## config.mk

```make
export PLATFORM = sky130hd
export DESIGN_NAME = ctrl_sequencer
export DESIGN_NICKNAME = d
export VERILOG_FILES = /design/src/rtl/src_ctrl_pkg.sv /design/src/rtl/op_class_decode.sv /design/src/rtl/ctrl_sequencer.sv
export SDC_FILE = /design/constraint.sdc
export NUM_CORES = 1
export LEC_CHECK = 0
export ABC_AREA = 0
export CORE_MARGIN = 3
export CORE_UTILIZATION = 36
export DETAILED_ROUTE_END_ITERATION = 7
export PLACE_DENSITY_LB_ADDON = 0.08
export SKIP_LAST_GASP = 1
export SYNTH_ARGS = -nofsm -noshare
export SYNTH_HDL_FRONTEND = slang
export SYNTH_SLANG_ARGS = --single-unit
```

## constraint.sdc

```tcl
create_clock -name clock -period 3.04 [get_ports clock]
set_clock_uncertainty 0.15 [all_clocks]
set_input_delay 0.456 -clock clock [delete_from_list [all_inputs] [get_ports clock]]
set_output_delay 0.456 -clock clock [all_outputs]
set_load 0.01 [all_outputs]
```

## src/rtl/src_ctrl_pkg.sv

```systemverilog
// Shared definitions for the Mini-SRC control sequencer.
// Latency: n/a (constants, types and one pure helper function).
// Backpressure: n/a.
//
// Contents: opcode values, ALU function codes, the control-step state
// encoding, the opcode class set produced by op_class_decode, and the
// immediate-opcode to ALU-function mapping.
package src_ctrl_pkg;

  localparam int OP_W  = 5;
  localparam int ALU_W = 5;

  // Opcode field values (ir[31:27])
  localparam logic [OP_W-1:0] OP_LD   = 5'b00000;
  localparam logic [OP_W-1:0] OP_LDI  = 5'b00001;
  localparam logic [OP_W-1:0] OP_ST   = 5'b00010;
  localparam logic [OP_W-1:0] OP_ADD  = 5'b00011;
  localparam logic [OP_W-1:0] OP_SUB  = 5'b00100;
  localparam logic [OP_W-1:0] OP_AND  = 5'b00101;
  localparam logic [OP_W-1:0] OP_OR   = 5'b00110;
  localparam logic [OP_W-1:0] OP_ADDI = 5'b01100;
  localparam logic [OP_W-1:0] OP_ANDI = 5'b01101;
  localparam logic [OP_W-1:0] OP_ORI  = 5'b01110;
  localparam logic [OP_W-1:0] OP_NOP  = 5'b11010;
  localparam logic [OP_W-1:0] OP_HALT = 5'b11011;

  // ALU function codes; these deliberately equal the register-form
  // opcodes so the register ALU step can pass the opcode straight through.
  localparam logic [ALU_W-1:0] ALU_ADD = 5'b00011;
  localparam logic [ALU_W-1:0] ALU_SUB = 5'b00100;
  localparam logic [ALU_W-1:0] ALU_AND = 5'b00101;
  localparam logic [ALU_W-1:0] ALU_OR  = 5'b00110;

  // Control steps. T0..T2 are the shared fetch, T3..T7 the execute steps.
  typedef enum logic [3:0] {
    ST_IDLE,
    ST_T0,
    ST_T1,
    ST_T2,
    ST_T3,
    ST_T4,
    ST_T5,
    ST_T6,
    ST_T7,
    ST_HALT
  } state_t;

  // Instruction classes: every opcode in a class uses the same step sequence.
  typedef enum logic [2:0] {
    CL_ALU_R,
    CL_ALU_I,
    CL_LDI,
    CL_LD,
    CL_ST,
    CL_NOP,
    CL_HALT,
    CL_ILLEGAL
  } op_class_t;

  // ALU function for the immediate-form ALU instructions.
  function automatic logic [ALU_W-1:0] imm_alu_fn(input logic [OP_W-1:0] op);
    logic [ALU_W-1:0] fn;
    case (op)
      OP_ANDI: fn = ALU_AND;
      OP_ORI:  fn = ALU_OR;
      default: fn = ALU_ADD;
    endcase
    return fn;
  endfunction

endpackage

```

## src/rtl/op_class_decode.sv

```systemverilog
// Opcode classifier: maps the 5-bit opcode to its instruction class.
// Latency: purely combinational, zero cycles.
// Backpressure: none; output follows the input every cycle.
//
// Ports:
//   opcode  in   ir[31:27]
//   op_cls  out  instruction class (unknown opcodes map to CL_ILLEGAL)
module op_class_decode
  import src_ctrl_pkg::*;
(
  input  logic [OP_W-1:0] opcode,
  output op_class_t       op_cls
);

  always_comb begin
    op_cls = CL_ILLEGAL;
    case (opcode)
      OP_ADD, OP_SUB, OP_AND, OP_OR: op_cls = CL_ALU_R;
      OP_ADDI, OP_ANDI, OP_ORI:      op_cls = CL_ALU_I;
      OP_LDI:                        op_cls = CL_LDI;
      OP_LD:                         op_cls = CL_LD;
      OP_ST:                         op_cls = CL_ST;
      OP_NOP:                        op_cls = CL_NOP;
      OP_HALT:                       op_cls = CL_HALT;
      default:                       op_cls = CL_ILLEGAL;
    endcase
  end

endmodule

```

## src/rtl/ctrl_sequencer.sv

```systemverilog
// Moore control-step sequencer for the Mini-SRC datapath (fetch + ld/ldi/st/ALU/nop/halt).
// Latency: strobes are combinational from the current step; illegal_op is registered (cycle after T3).
// Backpressure: T1 (fetch read), T6 (ld read) and T7 (st write) hold until mem_ready=1.
//
// Ports:
//   clock, reset          rising-edge clock, synchronous active-low reset
//   ir, mem_ready         instruction register contents, memory completion
//   PCout PCin IncPC      PC bus drive / load / increment
//   MARin MDRin MDRout    MAR load, MDR load, MDR bus drive
//   Read Write            memory strobes
//   IRin Yin Zin Zlowout  IR/Y/Z loads, Zlow bus drive
//   Gra Grb Grc Rin Rout BAout Cout   register select/encode controls
//   alu_op                ALU function code
//   halted, illegal_op    stopped indicator, one-cycle unsupported-opcode pulse
module ctrl_sequencer
  import src_ctrl_pkg::*;
#(
  parameter int OPW  = 5,
  parameter int ALUW = 5
) (
  input  logic            clock,
  input  logic            reset,
  input  logic [31:0]     ir,
  input  logic            mem_ready,
  output logic            PCout,
  output logic            PCin,
  output logic            IncPC,
  output logic            MARin,
  output logic            MDRin,
  output logic            MDRout,
  output logic            Read,
  output logic            Write,
  output logic            IRin,
  output logic            Yin,
  output logic            Zin,
  output logic            Zlowout,
  output logic            Gra,
  output logic            Grb,
  output logic            Grc,
  output logic            Rin,
  output logic            Rout,
  output logic            BAout,
  output logic            Cout,
  output logic [ALUW-1:0] alu_op,
  output logic            halted,
  output logic            illegal_op
);

  state_t          state;
  op_class_t       op_cls;
  logic [OPW-1:0]  opcode;
  // Set while T1 is being held for memory, so PCin fires only on T1 entry.
  logic            t1_wait;

  assign opcode = ir[31 -: OPW];

  // Operand/immediate fields are consumed by the datapath, not here.
  logic unused_ir_fields;
  assign unused_ir_fields = ^ir[31-OPW:0];

  op_class_decode u_decode (
    .opcode (opcode),
    .op_cls (op_cls)
  );

  // ---------------------------------------------------------------------
  // Step register, fetch-wait flag and registered illegal-opcode pulse
  // ---------------------------------------------------------------------
  always_ff @(posedge clock) begin
    if (!reset) begin
      state      <= ST_IDLE;
      t1_wait    <= 1'b0;
      illegal_op <= 1'b0;
    end else begin
      t1_wait    <= (state == ST_T1) && !mem_ready;
      illegal_op <= (state == ST_T3) && (op_cls == CL_ILLEGAL);

      case (state)
        ST_IDLE: state <= ST_T0;
        ST_T0:   state <= ST_T1;
        ST_T1:   if (mem_ready) state <= ST_T2;
        ST_T2:   state <= ST_T3;
        ST_T3: begin
          case (op_cls)
            CL_ALU_R, CL_ALU_I, CL_LDI, CL_LD, CL_ST: state <= ST_T4;
            CL_HALT: state <= ST_HALT;
            // nop and unsupported opcodes go straight back to fetch
            default: state <= ST_T0;
          endcase
        end
        ST_T4:   state <= ST_T5;
        ST_T5: begin
          if (op_cls == CL_LD || op_cls == CL_ST) state <= ST_T6;
          else                                    state <= ST_T0;
        end
        // Only ld waits in T6; st uses T6 to stage the store data.
        ST_T6: begin
          if (!(op_cls == CL_LD && !mem_ready)) state <= ST_T7;
        end
        // Only st waits in T7; ld's T7 is the register write-back.
        ST_T7: begin
          if (!(op_cls == CL_ST && !mem_ready)) state <= ST_T0;
        end
        ST_HALT: state <= ST_HALT;
        default: state <= ST_IDLE;
      endcase
    end
  end

  // ---------------------------------------------------------------------
  // Per-step control strobes (Moore: step + opcode class only)
  // ---------------------------------------------------------------------
  always_comb begin
    PCout   = 1'b0;
    PCin    = 1'b0;
    IncPC   = 1'b0;
    MARin   = 1'b0;
    MDRin   = 1'b0;
    MDRout  = 1'b0;
    Read    = 1'b0;
    Write   = 1'b0;
    IRin    = 1'b0;
    Yin     = 1'b0;
    Zin     = 1'b0;
    Zlowout = 1'b0;
    Gra     = 1'b0;
    Grb     = 1'b0;
    Grc     = 1'b0;
    Rin     = 1'b0;
    Rout    = 1'b0;
    BAout   = 1'b0;
    Cout    = 1'b0;
    alu_op  = '0;
    halted  = 1'b0;

    case (state)
      ST_T0: begin
        PCout  = 1'b1;
        MARin  = 1'b1;
        IncPC  = 1'b1;
        Zin    = 1'b1;
        alu_op = ALU_ADD;
      end
      ST_T1: begin
        Zlowout = 1'b1;
        PCin    = !t1_wait;
        Read    = 1'b1;
        MDRin   = 1'b1;
      end
      ST_T2: begin
        MDRout = 1'b1;
        IRin   = 1'b1;
      end
      ST_T3: begin
        case (op_cls)
          CL_ALU_R, CL_ALU_I: begin
            Grb  = 1'b1;
            Rout = 1'b1;
            Yin  = 1'b1;
          end
          // ldi/ld/st use base-address form: R0 as base reads as zero.
          CL_LDI, CL_LD, CL_ST: begin
            Grb   = 1'b1;
            BAout = 1'b1;
            Yin   = 1'b1;
          end
          default: ;
        endcase
      end
      ST_T4: begin
        case (op_cls)
          CL_ALU_R: begin
            Grc    = 1'b1;
            Rout   = 1'b1;
            Zin    = 1'b1;
            alu_op = opcode;
          end
          CL_ALU_I: begin
            Cout   = 1'b1;
            Zin    = 1'b1;
            alu_op = imm_alu_fn(opcode);
          end
          CL_LDI, CL_LD, CL_ST: begin
            Cout   = 1'b1;
            Zin    = 1'b1;
            alu_op = ALU_ADD;
          end
          default: ;
        endcase
      end
      ST_T5: begin
        case (op_cls)
          CL_ALU_R, CL_ALU_I, CL_LDI: begin
            Zlowout = 1'b1;
            Gra     = 1'b1;
            Rin     = 1'b1;
          end
          CL_LD, CL_ST: begin
            Zlowout = 1'b1;
            MARin   = 1'b1;
          end
          default: ;
        endcase
      end
      ST_T6: begin
        case (op_cls)
          CL_LD: begin
            Read  = 1'b1;
            MDRin = 1'b1;
          end
          CL_ST: begin
            Gra   = 1'b1;
            Rout  = 1'b1;
            MDRin = 1'b1;
          end
          default: ;
        endcase
      end
      ST_T7: begin
        case (op_cls)
          CL_LD: begin
            MDRout = 1'b1;
            Gra    = 1'b1;
            Rin    = 1'b1;
          end
          CL_ST: Write = 1'b1;
          default: ;
        endcase
      end
      ST_HALT: halted = 1'b1;
      default: ;
    endcase
  end

endmodule
```

# After elaboration in Yosys (flattened, before gate mapping)
# Memories as Yosys holds them, arrays and structs flattened.
# Cells that the tools add are included.
[classes]
eq_ne = 20
muxes = 36
reduce_logical = 16
[ops]
columns = ["op", "n"]
rows = [
  ["$pmux 4 s10", 1],
  ["$mux 1", 18],
  ["$eq 4x3->1 const B", 4],
  ["$pmux 5 s3", 1],
  ["$pmux 1 s2", 7],
  ["$mux 4", 3],
  ["$eq 5x4->1 const B", 2],
  ["$pmux 5 s2", 1],
  ["$eq 3x3->1 const B", 3],
  ["$eq 4x2->1 const B", 2],
  ["$eq 4x4->1 const B", 2],
  ["$pmux 4 s2", 1],
  ["$eq 3x2->1 const B", 2],
  ["$ne 2x2->1 const B", 3],
  ["$pmux 1 s3", 2],
  ["$pmux 3 s2", 1],
  ["$reduce_or 3->1", 2],
  ["$reduce_or 5->1", 1],
  ["$eq 4x1->1 const B", 1],
  ["$logic_and 1x1->1", 4],
  ["$logic_not 4->1", 1],
  ["$reduce_or 2->1", 2],
  ["$reduce_or 4->1", 1],
  ["$eq 3x1->1 const B", 1],
  ["5 further kinds", 6],
]
[totals]
register_bits = 6
rom_bits = 96
inputBits = 35
output_inout_bits = 26
mem_count = 1
[mem_list]
columns = ["name", "depth", "word_bits", "rd", "rd_clocked_by_memory_dff", "wr", "line", "text"]
rows = [
  ["(name not given)", 32, 3, 1, 0, 0, "op_class_decode.sv:17", "case (opcode)"],
]

# Depth between registers and ports, before layout
# Gate-level depths: netlist of the first run.
# An unclocked memory read counts as a cell.
[logic_depth]
ltp_word = 5
depth_mapped = 6

# Cells and area by module
# Synthesis of the first run repeated with hierarchy kept, for this count alone.
[hier_totals]
cells_unflattened = 126
area_unflattened_um2 = 825.8
[modules_own_cells]
columns = ["mod", "instances", "cells_per_inst", "area_each_um2"]
rows = [
  ["ctrl_sequencer", 1, 113, 742.0],
  ["op_class_decode", 1, 13, 83.8],
]

# Worst setup path after synthesis of the first run
# Ideal clock, no wire load.
[synth_path]
path_type = "input port to output port"
startpoint = "input port ir[27]"
endpoint = "output port MDRin"
arrival_ps = 1687
required_time_ps = 2434
slack_ps = 747
path_stages = 5
path_buffers = 1
path_cell_list = "buf_6 -> or4_4 -> o22ai_2 -> and3b_1 -> a31o_1"
[synth_between]
elab_chain_cells = 5
[synth_lines]
columns = ["item", "line", "text"]
rows = [
  ["start, declared", "ctrl_sequencer.sv:23", "input logic [31:0] ir,"],
  ["$mem_v2 32x3 *", "--", ""],
  ["$eq 3x2->1 / $eq 3x3->1 (equally long branches)", "ctrl_sequencer.sv:206", "case (op_cls)"],
  ["$reduce_or 2->1 (no source line) *", "--", ""],
  ["$mux 1 *", "ctrl_sequencer.sv:206", ""],
  ["$pmux 1 s2 *", "ctrl_sequencer.sv:136", "case (state)"],
  ["end, declared", "ctrl_sequencer.sv:29", "output logic MDRin,"],
]
# Every way passes the cells marked *; elsewhere a longest branch is shown, timed or not.

# Worst setup path after layout of the first run
[layout_path]
startpoint = "input port ir[29]"
endpoint = "output port Yin"
[layout_between]
elab_chain_cells = 5
[layout_lines]
columns = ["item", "line", "text"]
rows = [
  ["$mem_v2 32x3 *", "--", ""],
  ["$eq 3x2->1, or another cell as far along", "ctrl_sequencer.sv:155", "case (op_cls)"],
  ["$reduce_or 5->1 (no source line) *", "--", ""],
  ["$mux 1 *", "ctrl_sequencer.sv:155", ""],
  ["$mux 1 *", "ctrl_sequencer.sv:136", ""],
  ["end, declared", "ctrl_sequencer.sv:34", "output logic Yin,"],
]
# Marks and branches as above.

==> results.py, run 1 <==
metrics = {
    "status": {
        "result_of_the_run": "completed",
    },
    "yosys": {
        "avgSynthCellArea_um2": 7.156,
        "synth_top_cells_by_area": "dfxtp_1 15%, nor2_1 6.0%, buf_4 4.6%",
        "synth-async-reset-ratio_pct": 0,
        "synthFlopType": "dfxtp_1",
        "synth.cells.most_frequent": "13 x nor2_1, 7 x a21oi_1, 6 x dfxtp_1, 6 x nand2b_1",
        "synth_seq_cells": 6,
        "most_common_cell_in_the_netlist": "nor2_1",
        "synth_cell_types": 48,
        "yosys.area.top_type": "dfxtp_1",
        "synth_cells": 114,
        "ys_seq_area_share_pct": 14.72,
        "synth_enable_flop_cells": 0,
        "synth_top_area_share_pct": 14.72,
        "synth-warning-count": 0,
        "synth_area_um2": 815.8,
    },
    "drt": {
        "routed-via-count": 980,
        "topRoutingLayerUsed": "met3",
        "detail_route.drc_violations": 0,
        "avgRoutedWirePerCell_um": 13.78,
        "postRouteAntennaNets": 0,
        "drt_first_iter_violations": 17,
        "routed-wl-met2_mm": 1.191,
        "detail_route.wirelength.met1_mm": 1.134,
        "detail_route.vias_per_cell": 5.444,
        "routed_wl_mm": 2.481,
        "met3RoutedLength_um": 155,
        "drtPass1Iterations": 4,
    },
    "worst_setup_path": {
        "regToRegSetupSlack_ns": 1.21,
        "critPathMaxFanout": 12,
        "timing.rr.end": "state[0]",
        "reg2reg_from": "state[3]",
        "endpoint_of_the_worst_setup_timing_path": "Yin",
        "worstPathRequired_ns": 2.43,
        "endpoint_kind": "output port",
        "start_kind": "input port",
        "crit_type": "in2out",
        "crit_path_start": "ir[29]",
        "ff2ff_path_depth": 5,
        "worst-endpoint-arrival_ns": 2.34,
    },
    "timing": {
        "minimum_period_implied_by_the_final_worst_setup_slack_ns": 2.948,
        "hold_viol_final": 0,
        "setup_slack_ns": 0.09173,
        "final.period_utilization_pct": 96.98,
        "unrepaired_setup_endpoints_after_global_routing": "no",
        "tns_ns": 0,
        "report.final.slew_viol_count": 0,
        "setup-violations-final": 0,
        "clock.fmax_ghz": 0.3392,
        "finalHoldWorstSlack_ns": 0.4864,
    },
    "power": {
        "design_power_total_uw": 320.5,
        "power.density_mw_per_mm2": 255.7,
        "static_leakage_nw": 0.5308,
        "max-vdd-ir-drop_uv": 179.0,
    },
    "grt": {
        "grt_pass1_wl_mm": 4.243,
        "gr-total-overflow": 0,
        "first_global_vias": 959,
        "antenna_found_initial": 0,
        "maximum_number_of_pins_on_one_net_before_global_route_repair": 19,
        "grt_usage_pct": 19.37,
    },
    "clock_tree": {
        "cts_tree": "done",
        "clockRootBuffer": "clkbuf_4",
        "cts_buffers": 3,
        "cts.sink_count": 6,
        "clkTransAtPathRegs_ns": 0.05,
        "post_cts.repair.setup_buffers": 0,
        "cts.hold.buffers_added": 0,
        "clock_path_buffers": 2,
        "clk_latency_ns": 0.24,
        "cts_htree_levels": 1,
    },
    "floorplanning": {
        "die_height_um": 53.61,
        "die_w_um": 53.61,
        "floorplan.io_pins": 61,
        "placement_rows": 16,
        "core_area_mm2": 0.002062,
        "die_outline_area_mm2": 0.002874,
        "starting_density_of_the_core_pct": 39.56,
    },
    "placement": {
        "place.gp.congestion": 0.8559,
        "dp.final_hpwl_mm": 1.889,
        "placed_cell_area_mm2": 0.001211,
        "preCtsSetupSlack_ns": -0.02560,
        "placed_cells_incl_taps": 177,
        "buffer_ports.inserted": 31,
    },
    "run": {
        "max-cap-violations": 0,
    },
    "finish": {
        "final-seq-area_um2": 120.1,
        "post_route_cells_drive_above_1_share_pct": 19.61,
        "post-route-cell-area_mm2": 0.001254,
        "antenna_cells": 0,
        "area_growth_pct": 53.68,
        "fillerInstances": 192,
        "final-instance-count-excl-fill": 180,
        "final_net_count": 190,
        "multiInputGateArea_um2": 625.6,
        "post-route-util_pct": 60.80,
    },
    "hold_path": {
        "hold_class": "reg2reg",
    },
}
==> cells by family after synthesis <==
family,share of synthesized area [%]
other cells,0.4597
buf+inv,11.20
xor+xnor,1.074
flops,14.72
mux,2.454
simple gates,41.10
compound gates,28.99
==> per-layer routing <==
layer | GRT usage (%) | vias to the layer above
met3 | 2.770 | 0
met5 | 0 | -
met1 | 26.62 | 454
met2 | 32.04 | 33
met4 | 3.830 | 0
li1 | - | 493
==> area by class of cell <==
cell class / count / area share (%)
clock buffers: 3 / 1.796
inverters: 3 / 0.8982
multi-input cells: 93 / 49.90
flip-flops and latches: 6 / 9.581
well taps: 27 / 2.695
repair buffers: 48 / 35.13
==> sequential cells by signal (all words and copies together) (netlist names) <==
signal	count
illegal_op	1
t1_wait	1
state	4
==> worst min path at each step <==
stage | from | end | slack [ns] | depth (start not counted)
global placement | state[3] | illegal_op | 0.46 | 2
floorplan | reset | state[3] | 0.42 | 1
finish | state[3] | illegal_op | 0.49 | 2
detailed placement | state[3] | illegal_op | 0.47 | 2
global route | state[3] | illegal_op | 0.51 | 2
CTS | state[3] | illegal_op | 0.48 | 2
==> repair_timing <==
action	4_1_cts	5_1_grt
setup endpoints to repair	5	8
resized for setup	2	6
endpoints found under the hold margin	0	0
==> placed cells by master (no fill, tap or decap), types with 2 or more instances in the layout <==
cell / count
clkdlybuf4s50_1: 27
buf_4: 17
nor2_1: 12
nand2b_1: 6
a21oi_1: 6
dfxtp_1: 6
o21ai_0: 5
nand2_1: 5
nor3_1: 4
and3b_1: 4
inv_1: 3
o21ai_1: 3
o21a_1: 3
clkbuf_4: 3
nor3b_1: 2
and2_1: 2
a21o_1: 2
a31o_1: 2
nor2_2: 2
nor2b_1: 2
mux2i_1: 2
nor4_1: 2
nand4_1: 2
conb_1: 2
dlygate4sd2_1: 2
dlymetal6s2s_1: 2
==> power breakdown <==
part           total, mW  switching (mW)  leakage (nW)  internal (mW)
Combinational      0.163          0.0818         0.468         0.0808
Clock             0.0726          0.0280        0.0138         0.0446
Sequential        0.0854         0.00220        0.0489         0.0831
Total              0.321           0.112         0.531          0.209
==> worst max-delay path: stages <==
cell and delay (ns):
clkdlybuf4s50_1 0.42, buf_4 0.19, a31oi_2 0.21, o21ai_1 0.13
buf_4 0.18, nor2_2 0.12, buf_4 0.12, clkdlybuf4s50_1 0.53
Note: power is estimated with default switching activity, not from simulation.
==> inputs of run 2 (changes only) <==
Settings changed: CAP_MARGIN set to 20, CORE_UTILIZATION 36 to 30.
Clock period 3.04 ns to 2.5 ns, I/O delays scaled along.
==> results.py, run 2 (synthesized netlist as in run 1, its figures left out) <==
metrics = {
    "finish": {
        "regs_by_ff_count": "state: 4 flops, illegal_op: 1 flops, t1_wait: 1 flops",
        "final-instance-count-excl-fill": 198,
        "largest_reg_flops": 4,
        "final_net_count": 205,
        "post_route_cells_drive_above_1_share_pct": 39.29,
        "area_growth_pct": 71.01,
        "post-route-cell-area_mm2": 0.001395,
        "most-common-layout-cells": "28 x buf_4, 12 x nor2_1, 11 x clkdlybuf4s50_1",
        "antenna_cells": 0,
        "final_common_cell": "buf_4",
        "max_flop_register": "state",
    },
    "power": {
        "swShare_pct": 34.79,
        "power_switching_uw": 139.1,
        "power.density_mw_per_mm2": 286.6,
        "power_frac_clock_pct": 20.7,
        "share_comb_of_total_power_pct": 52.5,
        "design_power_total_uw": 399.8,
        "seqPwrFrac_pct": 26.9,
        "p_int_uw": 260.7,
        "max-vdd-ir-drop_uv": 235.4,
        "static_leakage_nw": 0.6619,
    },
    "grt": {
        "gr-total-overflow": 0,
        "grt_usage_pct": 15.80,
        "first_global_vias": 987,
        "grt_pass1_wl_mm": 4.347,
        "maximum_number_of_pins_on_one_net_before_global_route_repair": 19,
        "antenna_found_initial": 0,
    },
    "timing": {
        "report.final.slew_viol_count": 0,
        "clock.fmax_ghz": 0.4000,
        "minimum_period_implied_by_the_final_worst_setup_slack_ns": 2.500,
        "final.period_utilization_pct": 99.99,
        "finalHoldWorstSlack_ns": 0.5644,
        "hold_viol_final": 0,
        "unrepaired_setup_endpoints_after_global_routing": "yes",
        "tns_ns": 0,
        "setup-violations-final": 0,
    },
    "floorplanning": {
        "die_outline_area_mm2": 0.003381,
        "starting_density_of_the_core_pct": 32.34,
        "floorplan.io_pins": 61,
        "placement_rows": 18,
        "die_height_um": 58.15,
        "core_area_mm2": 0.002522,
        "die_w_um": 58.15,
    },
    "clock_tree": {
        "cts.sink_count": 6,
        "clock_path_buffers": 2,
        "cts_buffers": 3,
        "clockRootBuffer": "clkbuf_4",
        "clkTransAtPathRegs_ns": 0.04,
        "cts_htree_levels": 1,
        "cts.hold.buffers_added": 0,
        "clk_latency_ns": 0.23,
        "cts_tree": "done",
    },
    "worst_setup_path": {
        "slowest_stage": "or4_4",
        "worst-endpoint-arrival_ns": 1.97,
        "worstPathRequired_ns": 1.98,
        "endpoint_kind": "output port",
        "start_kind": "input port",
        "critPathMaxFanout": 3,
        "crit_path_cell_trace": "clkdlybuf4s50_1 > or4_4 > o22ai_4 > and3b_2 > a31o_1 > clkbuf_2",
        "crit_path_max_incr_delay_ns": 0.57,
        "crit_type": "in2out",
    },
    "drt": {
        "drtPass1Iterations": 4,
        "routed-via-count": 1039,
        "detail_route.drc_violations": 0,
        "routed_wl_mm": 2.567,
        "postRouteAntennaNets": 0,
        "drt_first_iter_violations": 17,
        "avgRoutedWirePerCell_um": 12.96,
        "detail_route.vias_per_cell": 5.247,
    },
    "run": {
        "max-cap-violations": 0,
    },
    "placement": {
        "buffer_ports.inserted": 31,
        "dp.final_hpwl_mm": 2.014,
        "placed_cells_incl_taps": 192,
        "placed_cell_area_mm2": 0.001305,
        "place.gp.congestion": 0.8133,
    },
    "status": {
        "result_of_the_run": "completed",
    },
    "hold_path": {
        "hold_class": "reg2reg",
    },
}
-- run 2: worst max-delay path: cells and delay by family --
family / cells / cell delay [ns]
compound gates: 2 / 0.25
simple gates: 2 / 0.79
buf+inv: 2 / 0.56
-- run 2: final timing paths --
kind | startpoint | end | slack (ns) | cells after the start
setup / recovery | ir[29] | MDRin | 0.0002 | 6
hold / removal | state[3] | state[2] | 0.56 | 3
setup reg to reg | state[2] | state[0] | 0.62 | 6
hold reg to reg | state[3] | state[2] | 0.56 | 3
-- run 2: metal layers --
| layer | part of all wire [%] | up-vias | GRT usage [%] |
|---|---|---|---|
| li1 | - | 524 | - |
| met1 | 47 | 492 | 21.60 |
| met2 | 50 | 23 | 26.77 |
| met3 | 3.2 | 0 | 2.895 |
| met4 | 0 | 0 | 1.325 |
| met5 | 0 | - | 0 |
-- run 2: power groups by stage --
stage | clock, mW | sequential (mW) | combinational [mW]
2_1_floorplan | 0 | 0.106 | 0.108
3_3_place_gp | 0 | 0.108 | 0.203
3_5_place_dp | 0 | 0.108 | 0.204
4_1_cts | 0.0867 | 0.106 | 0.200
5_1_grt | 0.0929 | 0.108 | 0.230
6_report | 0.0826 | 0.107 | 0.210
-- run 2: what timing repair did --
item	4_1_cts	5_1_grt
gates cloned	0	0
setup endpoints to repair	20	16
resized for setup	36	30
setup buffers	0	3
pin swaps	3	3
-- run 2: final cells by class --
cell class,count,area (µm²)
Multi-Input combinational cell,93,688.2
Sequential cell,6,121.4
Timing Repair Buffer,63,514.2
Clock buffer,3,22.52
Fill cell,248,1127
Tap cell,30,37.54
Inverter,3,11.26
-- run 2: metrics by stage --
stage          util, %  worst slack (ns)
2_1_floorplan        -            0.3690
3_3_place_gp     51.74           -0.4398
3_5_place_dp     51.74           -0.4217
4_1_cts          54.12           -0.1478
5_1_grt          55.31          -0.06914
6_report         55.31         0.0002203
